--- config.mk ---
export PLATFORM = sky130hd
export DESIGN_NAME = pwd_candidate_gen
export DESIGN_NICKNAME = d
export VERILOG_FILES = /design/src/rtl/pwd_candidate_gen.sv
export SDC_FILE = /design/constraint.sdc
export NUM_CORES = 1
export LEC_CHECK = 0
export CORE_MARGIN = 8
export CORE_UTILIZATION = 53
export CTS_BUF_LIST = sky130_fd_sc_hd__clkbuf_4 sky130_fd_sc_hd__clkbuf_8
export DETAILED_ROUTE_END_ITERATION = 10
export PLACE_DENSITY_LB_ADDON = 0.08
export SLEW_MARGIN = 25
export SYNTH_ARGS = -nofsm -noshare
export SYNTH_HDL_FRONTEND = slang
export SYNTH_SLANG_ARGS = --single-unit
export TNS_END_PERCENT = 30
--- constraint.sdc ---
create_clock -name clk -period 4.3 [get_ports clk]
set_clock_uncertainty 0.05 [all_clocks]
set_input_delay 0.86 -clock clk [delete_from_list [all_inputs] [get_ports clk]]
set_output_delay 0.86 -clock clk [all_outputs]
set_load 0.05 [all_outputs]
--- src/rtl/pwd_candidate_gen.sv ---
// ---------------------------------------------------------------------------
// pwd_candidate_gen
//   Walks a contiguous, inclusive range of fixed-width ASCII-decimal password
//   candidates and presents one per cycle to a SHA256 hash-compare core over a
//   valid/ready handshake. Each hash core owns one instance loaded with its own
//   [base, limit] slice; a global stop aborts the sweep once any core matches.
//
// Ports
//   clk         in   rising-edge system clock
//   reset       in   synchronous, active-high reset
//   start       in   one-cycle pulse: latch base/limit and begin a sweep
//   base        in   first candidate, ASCII '0'..'9', most significant digit in top byte
//   limit       in   last candidate (inclusive), same encoding
//   stop        in   abort the running sweep
//   cand_valid  out  cand_data holds a candidate
//   cand_ready  in   consumer accepts cand_data this cycle
//   cand_data   out  current candidate (ASCII)
//   cand_cnt    out  candidates accepted since the last start, saturating
//   busy        out  sweep in progress
//   exhausted   out  limit was accepted, or the range was empty
//   err         out  base or limit contained a non-digit byte at start
// ---------------------------------------------------------------------------
module pwd_candidate_gen #(
  parameter int DIGITS = 9,
  parameter int CNT_W  = 32
) (
  input  logic                clk,
  input  logic                reset,
  input  logic                start,
  input  logic [8*DIGITS-1:0] base,
  input  logic [8*DIGITS-1:0] limit,
  input  logic                stop,
  output logic                cand_valid,
  input  logic                cand_ready,
  output logic [8*DIGITS-1:0] cand_data,
  output logic [CNT_W-1:0]    cand_cnt,
  output logic                busy,
  output logic                exhausted,
  output logic                err
);

  localparam int W = 8 * DIGITS;

  typedef enum logic [1:0] {
    S_IDLE = 2'd0,
    S_RUN  = 2'd1,
    S_DONE = 2'd2
  } state_t;

  state_t           state_reg, state_next;
  logic [W-1:0]     cur_reg, lim_reg;
  logic [W-1:0]     cur_inc;
  logic [CNT_W-1:0] cnt_reg;
  logic             exhausted_reg, err_reg;

  logic [DIGITS:0]   carry;
  logic [DIGITS-1:0] base_ok, limit_ok;
  logic              digits_ok, range_empty;
  logic              in_run, handshake, at_limit, carry_out, accept_start;

  // Per-byte digit validation and ASCII-decimal ripple increment.
  // carry[gi] means every byte below gi was '9' and has rolled to '0'.
  assign carry[0] = 1'b1;

  generate
    for (genvar gi = 0; gi < DIGITS; gi++) begin : g_digit
      logic [7:0] cur_byte;
      logic       is_nine;

      assign cur_byte = cur_reg[8*gi +: 8];
      assign is_nine  = (cur_byte == 8'h39);

      assign base_ok[gi]  = (base[8*gi +: 8]  >= 8'h30) && (base[8*gi +: 8]  <= 8'h39);
      assign limit_ok[gi] = (limit[8*gi +: 8] >= 8'h30) && (limit[8*gi +: 8] <= 8'h39);

      assign cur_inc[8*gi +: 8] = !carry[gi] ? cur_byte :
                                  is_nine    ? 8'h30    : cur_byte + 8'd1;
      assign carry[gi+1] = carry[gi] && is_nine;
    end
  endgenerate

  // Equal-length ASCII digit strings order the same as their unsigned values.
  assign digits_ok    = (&base_ok) && (&limit_ok);
  assign range_empty  = (base > limit);
  assign in_run       = (state_reg == S_RUN);
  assign handshake    = in_run && cand_ready;
  assign at_limit     = (cur_reg == lim_reg);
  // Unreachable while cur <= lim, but a carry out of the MSD ends the sweep.
  assign carry_out    = carry[DIGITS];
  assign accept_start = start && !in_run;

  // State register
  always_ff @(posedge clk) begin
    if (reset) begin
      state_reg <= S_IDLE;
    end else begin
      state_reg <= state_next;
    end
  end

  // Next-state logic; stop outranks limit completion in RUN.
  always_comb begin
    state_next = state_reg;
    case (state_reg)
      S_IDLE, S_DONE: begin
        if (start) begin
          state_next = (!digits_ok || range_empty) ? S_DONE : S_RUN;
        end
      end
      S_RUN: begin
        if (stop) begin
          state_next = S_DONE;
        end else if (handshake && (at_limit || carry_out)) begin
          state_next = S_DONE;
        end
      end
      default: state_next = S_IDLE;
    endcase
  end

  // Datapath: candidate, limit, counter and status flags.
  always_ff @(posedge clk) begin
    if (reset) begin
      cur_reg       <= '0;
      lim_reg       <= '0;
      cnt_reg       <= '0;
      exhausted_reg <= 1'b0;
      err_reg       <= 1'b0;
    end else if (accept_start) begin
      cur_reg       <= base;
      lim_reg       <= limit;
      cnt_reg       <= '0;
      err_reg       <= !digits_ok;
      exhausted_reg <= digits_ok && range_empty;
    end else if (in_run) begin
      // A handshake coincident with stop is still counted.
      if (handshake && (cnt_reg != {CNT_W{1'b1}})) begin
        cnt_reg <= cnt_reg + 1'b1;
      end
      // On stop the last presented candidate stays on cand_data.
      if (handshake && !stop) begin
        if (at_limit || carry_out) begin
          exhausted_reg <= 1'b1;
        end else begin
          cur_reg <= cur_inc;
        end
      end
    end
  end

  // Outputs
  always_comb begin
    cand_valid = in_run;
    busy       = in_run;
    cand_data  = cur_reg;
    cand_cnt   = cnt_reg;
    exhausted  = exhausted_reg;
    err        = err_reg;
  end

endmodule
==> summary.txt, run 1 <==
Layout
  • Non-filler instance count after layout: 2041
  • Sequential cell area: ~3600 sq um
  • P&R area growth vs syn: 27.2%
  • Final #Nets: 1987
  • Most frequent cells in the layout: clkdlybuf4s50_1, nand2_1, dfxtp_1, a21oi_1, nor2_1
  • Finished Cell Area: between 10000 and 15000 sq um
  • Share of layout cells above drive strength 1: roughly 4.1%
  • Layout Utilization: around two thirds
  • Multi-input gate area: about 7400 sq um
  • Filler cell count: 1877
  • Commonest non-fill, non-tap cell in the layout: clkdlybuf4s50_1

Clock tree
  • CTS tree: built
  • Post-CTS sizing: 0
  • Worst skew pair latency: between 400 and 500 ps
  • Clock root cell: clkbuf_8
  • CTS sink count: 180
  • Post-CTS setup buffer count: 0
  • CTS buffer count: 17
  • Clock slew at reported path FFs: 110 ps
  • Clock buffer depth: 2
  • Hold_buf cts: 0
  • Htree depth: 4

Global routing
  • Total track usage: between 30% and 40%
  • Vias in the first global route: ~12k
  • Antenna violations before repair: 1
  • Gr ovfl total: 0
  • Largest net degree at the start of global routing: 70
  • First-pass GRT wire length: roughly 65000 microns

Detailed routing
  • Via count: 12.5k
  • Via/cell ratio: about 6.1
  • Total routed wirelength: ~42000 microns
  • Initial DRT Pass Iterations: 6
  • Residual DRC: 0
  • Avg WL per Cell: just over 20 microns
  • Initial drt markers: ~1.1k
  • Routed Antenna Nets: 0

STA
  • Final WS setup: between 400 and 500 ps
  • Hold Slack: approximately 420 ps
  • Fmax: 260 MHz
  • Final period util: between 80 and 90%
  • Slew headroom: a little over a third
  • Fin. max-slew vios: 0
  • RSZ-0062 raised after global routing: false
  • TNS Setup: 0 ps
  • Final Critical Period: approximately 3800 ps
  • Final Hold Viols: 0
  • Slew at the pin with the worst max-slew slack: about 950 ps
  • Final setup vio count: 0

Placed design
  • Placer Congestion: just over 0.9
  • DP Area: roughly 14000 sq um
  • Detailed Place HPWL: around 33000 microns
  • DP Worst Slack: about 400 ps
  • Placed cells: between 2k and 2.5k
  • I/O Buffers: between 200 and 300

Run status
  • Run status: complete, no violations

Die
  • Initial core utilization: a little over half
  • Row cnt: 54
  • Core area: around 22000 sq um
  • Die ar.: around 27000 sq um
  • Top Ports: around 260
  • Die Wd: roughly 160 microns
  • Die height: 164 microns

Setup path
  • Crit path DAT: 4190 ps
  • Type of origin of the critical path: flop
  • WP data required: ~4600 ps
  • Kind of critical path: flop to flop
  • Crit-path max FO: 9
  • CP endpoint kind: flop

Synthesis
  • Area contributors post-synth: dfxtp_1, ha_1, nand2_1
  • FF+latch count, synth: 180
  • Post-Syn Instances: approximately 1.5k
  • Top cell type by total area after synthesis: dfxtp_1
  • YS warnings: 0
  • Syn_area_per_cell: ~7.6 sq um
  • Synth Net Count: 1772
  • Distinct cell type count after synthesis: 76
  • Main synth FF type: dfxtp_1
  • Number of synthesized flops with an enable pin: 0
  • Seq/Total Area, Yosys: between 30 and 40%
  • Ys async rst share: 0%
  • Synth top area share: between 30% and 40%
  • Mapped cell area: ~12000 sq um

Pwr
  • PwrDens: 278 nW/um^2
  • Leakage: about 5.7 nW
  • Logic pwr share: 25.1%
  • P_int: around 2.7 mW
  • Switching power share of the total: 35.0%
  • Psw: 1.45 mW
  • Sequential Power Share: 45.3%
  • Clk pwr share: a little under 30%
  • Tot Pwr: 4.13 mW
  • Max VDD drop: 0.000211 V

Run
  • Max-cap violations: 0

Min path
  • Min-Delay Path Class: flop to flop
worst max-delay path, stage by stage, from the launching register on:
cell	delay (ps)
dfxtp_1	560
ha_1	230
nand4b_1	90
or4b_2	720
nor3_1	420
nand2_1	130
or2_2	350
a31oi_2	620
nor2_1	290
a211oi_1	280
logic make-up after synthesis:
group,Yosys count,synth area share [%]
xor+xnor,116,8.70
fa+ha+maj,91,9.75
simple gates,634,27.0
buf+inv,174,5.73
flops,180,30.9
compound gates,332,17.5
mux,5,0.429
cell usage after synthesis (6+ instances only):
library cell and n:
a21o_1 17, a21oi_1 147, clkbuf_1 68, or4_1 12, nand3_1 60, xnor2_1 83
o31ai_1 7, a31oi_1 10, buf_1 6, dfxtp_1 180, nand4_1 61, and3_1 19
and4_1 7, o211ai_1 8, nor3_1 37, and2_1 9, nor2b_1 9, ha_1 91
a221oi_1 6, nor4_1 22, or3_1 8, xor2_1 33, nand2_1 224, o21ai_0 55
a211oi_1 22, nor3b_1 6, nand4b_1 11, nor2_1 110, nor4b_1 7, nand2b_1 9
inv_1 94
final cells by class:
type,count,area share [%]
multi-input cells,1178,49.9
flip-flops and latches,180,24.3
repair buffers,276,18.3
inverters,94,2.38
well taps,280,2.36
clock buffers,18,1.67
clock inverters,14,1.09
diodes,1,0.0168
worst paths after layout:
kind                        end  slack, ps  cells after the start           from
setup / recovery  cand_data[23]        450                      9  cand_data[48]
hold / removal      lim_reg[66]        420                      2    lim_reg[66]
setup reg to reg  cand_data[23]        450                      9  cand_data[48]
hold reg to reg     lim_reg[66]        420                      2    lim_reg[66]
power by group through the flow:
stage	clock network, mW	registers (mW)	logic (mW)
after floorplan	0	2.02	0.443
after global placement	0	1.90	1.00
after detailed placement	0	1.91	1.02
after global routing	1.28	1.88	1.11
after CTS	1.23	1.87	1.02
final	1.22	1.87	1.04
metal layers:
metal | track usage, % | routed length, microns | share of wire, %
met5 | 0 | 0 | 0
met4 | 12.1 | 1520 | 3.6
met3 | 7.28 | 4260 | 10
met2 | 48.0 | 19200 | 45
met1 | 39.2 | 17300 | 41
No activity file was read; power rests on OpenSTA's default activity.
==> inputs of run 2 (changes only) <==
--- a/config.mk
+++ b/config.mk
@@ -9,7 +9,7 @@
 export CORE_UTILIZATION = 53
 export CTS_BUF_LIST = sky130_fd_sc_hd__clkbuf_4 sky130_fd_sc_hd__clkbuf_8
 export DETAILED_ROUTE_END_ITERATION = 10
-export PLACE_DENSITY_LB_ADDON = 0.08
+export PLACE_DENSITY = 0.83
 export SLEW_MARGIN = 25
 export SYNTH_ARGS = -nofsm -noshare
 export SYNTH_HDL_FRONTEND = slang
==> run 2 against run 1 <==
  * Critical path depth did not move
  * Via count grew 1.8%
  * Utilization hardly changed
  * Hold slack better by 0.59 ps
  * Wire length rose by 2.6%
  * Sequential power is essentially flat
  * Die area unchanged
==> summary.txt, run 2 (synthesized netlist as in run 1, its figures left out) <==
Run status
  • Run status: complete, no violations

Run
  • Max-cap violations: 0

Clock tree
  • Htree depth: 4
  • CTS tree: built
  • Clock buffer depth: 2
  • Worst skew pair latency: around 480 ps
  • CTS sink count: 180
  • Hold_buf cts: 0
  • Clock root cell: clkbuf_8
  • Clock slew at reported path FFs: roughly 100 ps
  • Post-CTS sizing: 0
  • CTS buffer count: 17
  • Post-CTS setup buffer count: 0

STA
  • Final setup vio count: 0
  • Final Hold Viols: 0
  • Fin. max-slew vios: 0
  • Hold Slack: 421 ps
  • Final Critical Period: 3910 ps
  • Fmax: between 200 and 300 MHz
  • Slew headroom: 31.8%
  • Slew at the pin with the worst max-slew slack: just over 1000 ps
  • RSZ-0062 raised after global routing: false
  • Final period util: between 90 and 100%
  • TNS Setup: 0 ps

Setup path
  • Reg2reg setup slack: about 390 ps
  • R2R Path Start: cand_data[48]
  • Kind of critical path: flop to flop
  • Crit path DAT: between 4000 and 5000 ps
  • Buf/Inv on CP: 0
  • CP endpoint kind: flop
  • Crit-path max cell delay: ~700 ps
  • Slowest cell on the critical path: or4b_2
  • RR Endpoint: cand_data[19]
  • Delay-heaviest family, CP: simple AND/OR/NAND/NOR gates
  • Type of origin of the critical path: flop
  • Worst R2R Path Depth: 9
  • Crit-path max FO: 9
  • Setup crit end: cand_data[19]
  • Worst setup startpoint: cand_data[48]
  • Worst path cell trace: ha_1, nand4b_1, or4b_2, nor3_1, nand2_1, or2_2, a31oi_2, nor2_1, a211oi_1
  • WP data required: 4620 ps
  • Cell count along the critical path: 9

Die
  • Die ar.: 27000 sq um
  • Top Ports: between 200 and 300
  • Core area: between 20000 and 25000 sq um
  • Die height: about 160 microns
  • Row cnt: 54
  • Initial core utilization: 53.7%
  • Die Wd: 164 microns

Layout
  • Most frequent cells in the layout: clkdlybuf4s50_1, nand2_1, dfxtp_1, a21oi_1, nor2_1
  • Commonest non-fill, non-tap cell in the layout: clkdlybuf4s50_1
  • Final #Nets: 1989
  • Share of layout cells above drive strength 1: between 4 and 5%
  • Multi-input gate area: between 7000 and 8000 sq um
  • P&R area growth vs syn: 27.2%
  • Sequential cell area: ~3600 sq um
  • Filler cell count: around 1.9k

Pwr
  • Max VDD drop: 0.000211 V
  • Leakage: between 5 and 6 nW
  • PwrDens: approximately 280 nW/um^2

Detailed routing
  • Avg WL per Cell: between 20 and 25 microns
  • Via/cell ratio: around 6.2
  • Total routed wirelength: 43300 microns
  • Routed Antenna Nets: 0
  • Via count: between 10k and 15k
  • Initial drt markers: ~1.5k
  • Initial DRT Pass Iterations: 6
  • Residual DRC: 0

Global routing
  • Total track usage: between 30% and 40%
  • Largest net degree at the start of global routing: 81
  • Antenna violations before repair: 3
  • Gr ovfl total: 0
  • First-pass GRT wire length: ~66000 microns
  • Vias in the first global route: roughly 12k

Min path
  • Min-Delay Path Class: flop to flop

Placed design
  • I/O Buffers: ~260
  • Placer Congestion: ~0.98
  • Detailed Place HPWL: between 30000 and 40000 microns
[run 2: cell type report]
class	instances	share of cell area, %
Timing Repair Buffer	278	18.3
Sequential cell	180	24.3
Inverter	94	2.38
Antenna cell	3	0.0505
Tap cell	280	2.36
Clock buffer	18	1.63
Multi-Input combinational cell	1178	49.9
Clock inverter	14	1.08
[run 2: worst min path at each step]
stage	from	to	slack, ps	cells after the start
floorplan	lim_reg[16]	lim_reg[16]	400	2
global placement	err	err	400	2
detailed placement	lim_reg[69]	lim_reg[69]	410	2
CTS	lim_reg[69]	lim_reg[69]	420	2
global route	lim_reg[62]	lim_reg[62]	440	2
finish	lim_reg[69]	lim_reg[69]	420	2
[run 2: metal layers]
layer  vias to the layer above  GRT usage [%]  wire length [microns]
met4                         0           17.2                   2420
met5                         -              0                      0
li1                       5878              -                      -
met2                       773           47.0                  18800
met1                      5888           39.6                  17400
met3                       154           7.43                   4730
[run 2: worst register-to-register path, cell delays in order (launching register included)]
cell	delay [ps]
dfxtp_1	550
ha_1	230
nand4b_1	80
or4b_2	700
nor3_1	530
nand2_1	140
or2_2	360
a31oi_2	590
nor2_1	270
a211oi_1	300
[run 2: power by group]
group	switching, mW	internal (mW)
clock network	0.708	0.496
logic	0.614	0.429
registers	0.124	1.75
total	1.45	2.67
[run 2: through the flow]
step	setup slack, ps	total power, mW	util [%]	instance area [sq um]	cells
final	388	4.12	68.3	14900	2045
after global routing	361	4.27	68.3	14900	2045
after CTS	510	4.10	68.2	14800	2042
after detailed placement	409	2.93	66.4	14400	2010
after global placement	524	2.90	66.4	14400	2010
after floorplan	903	2.46	-	11700	1532
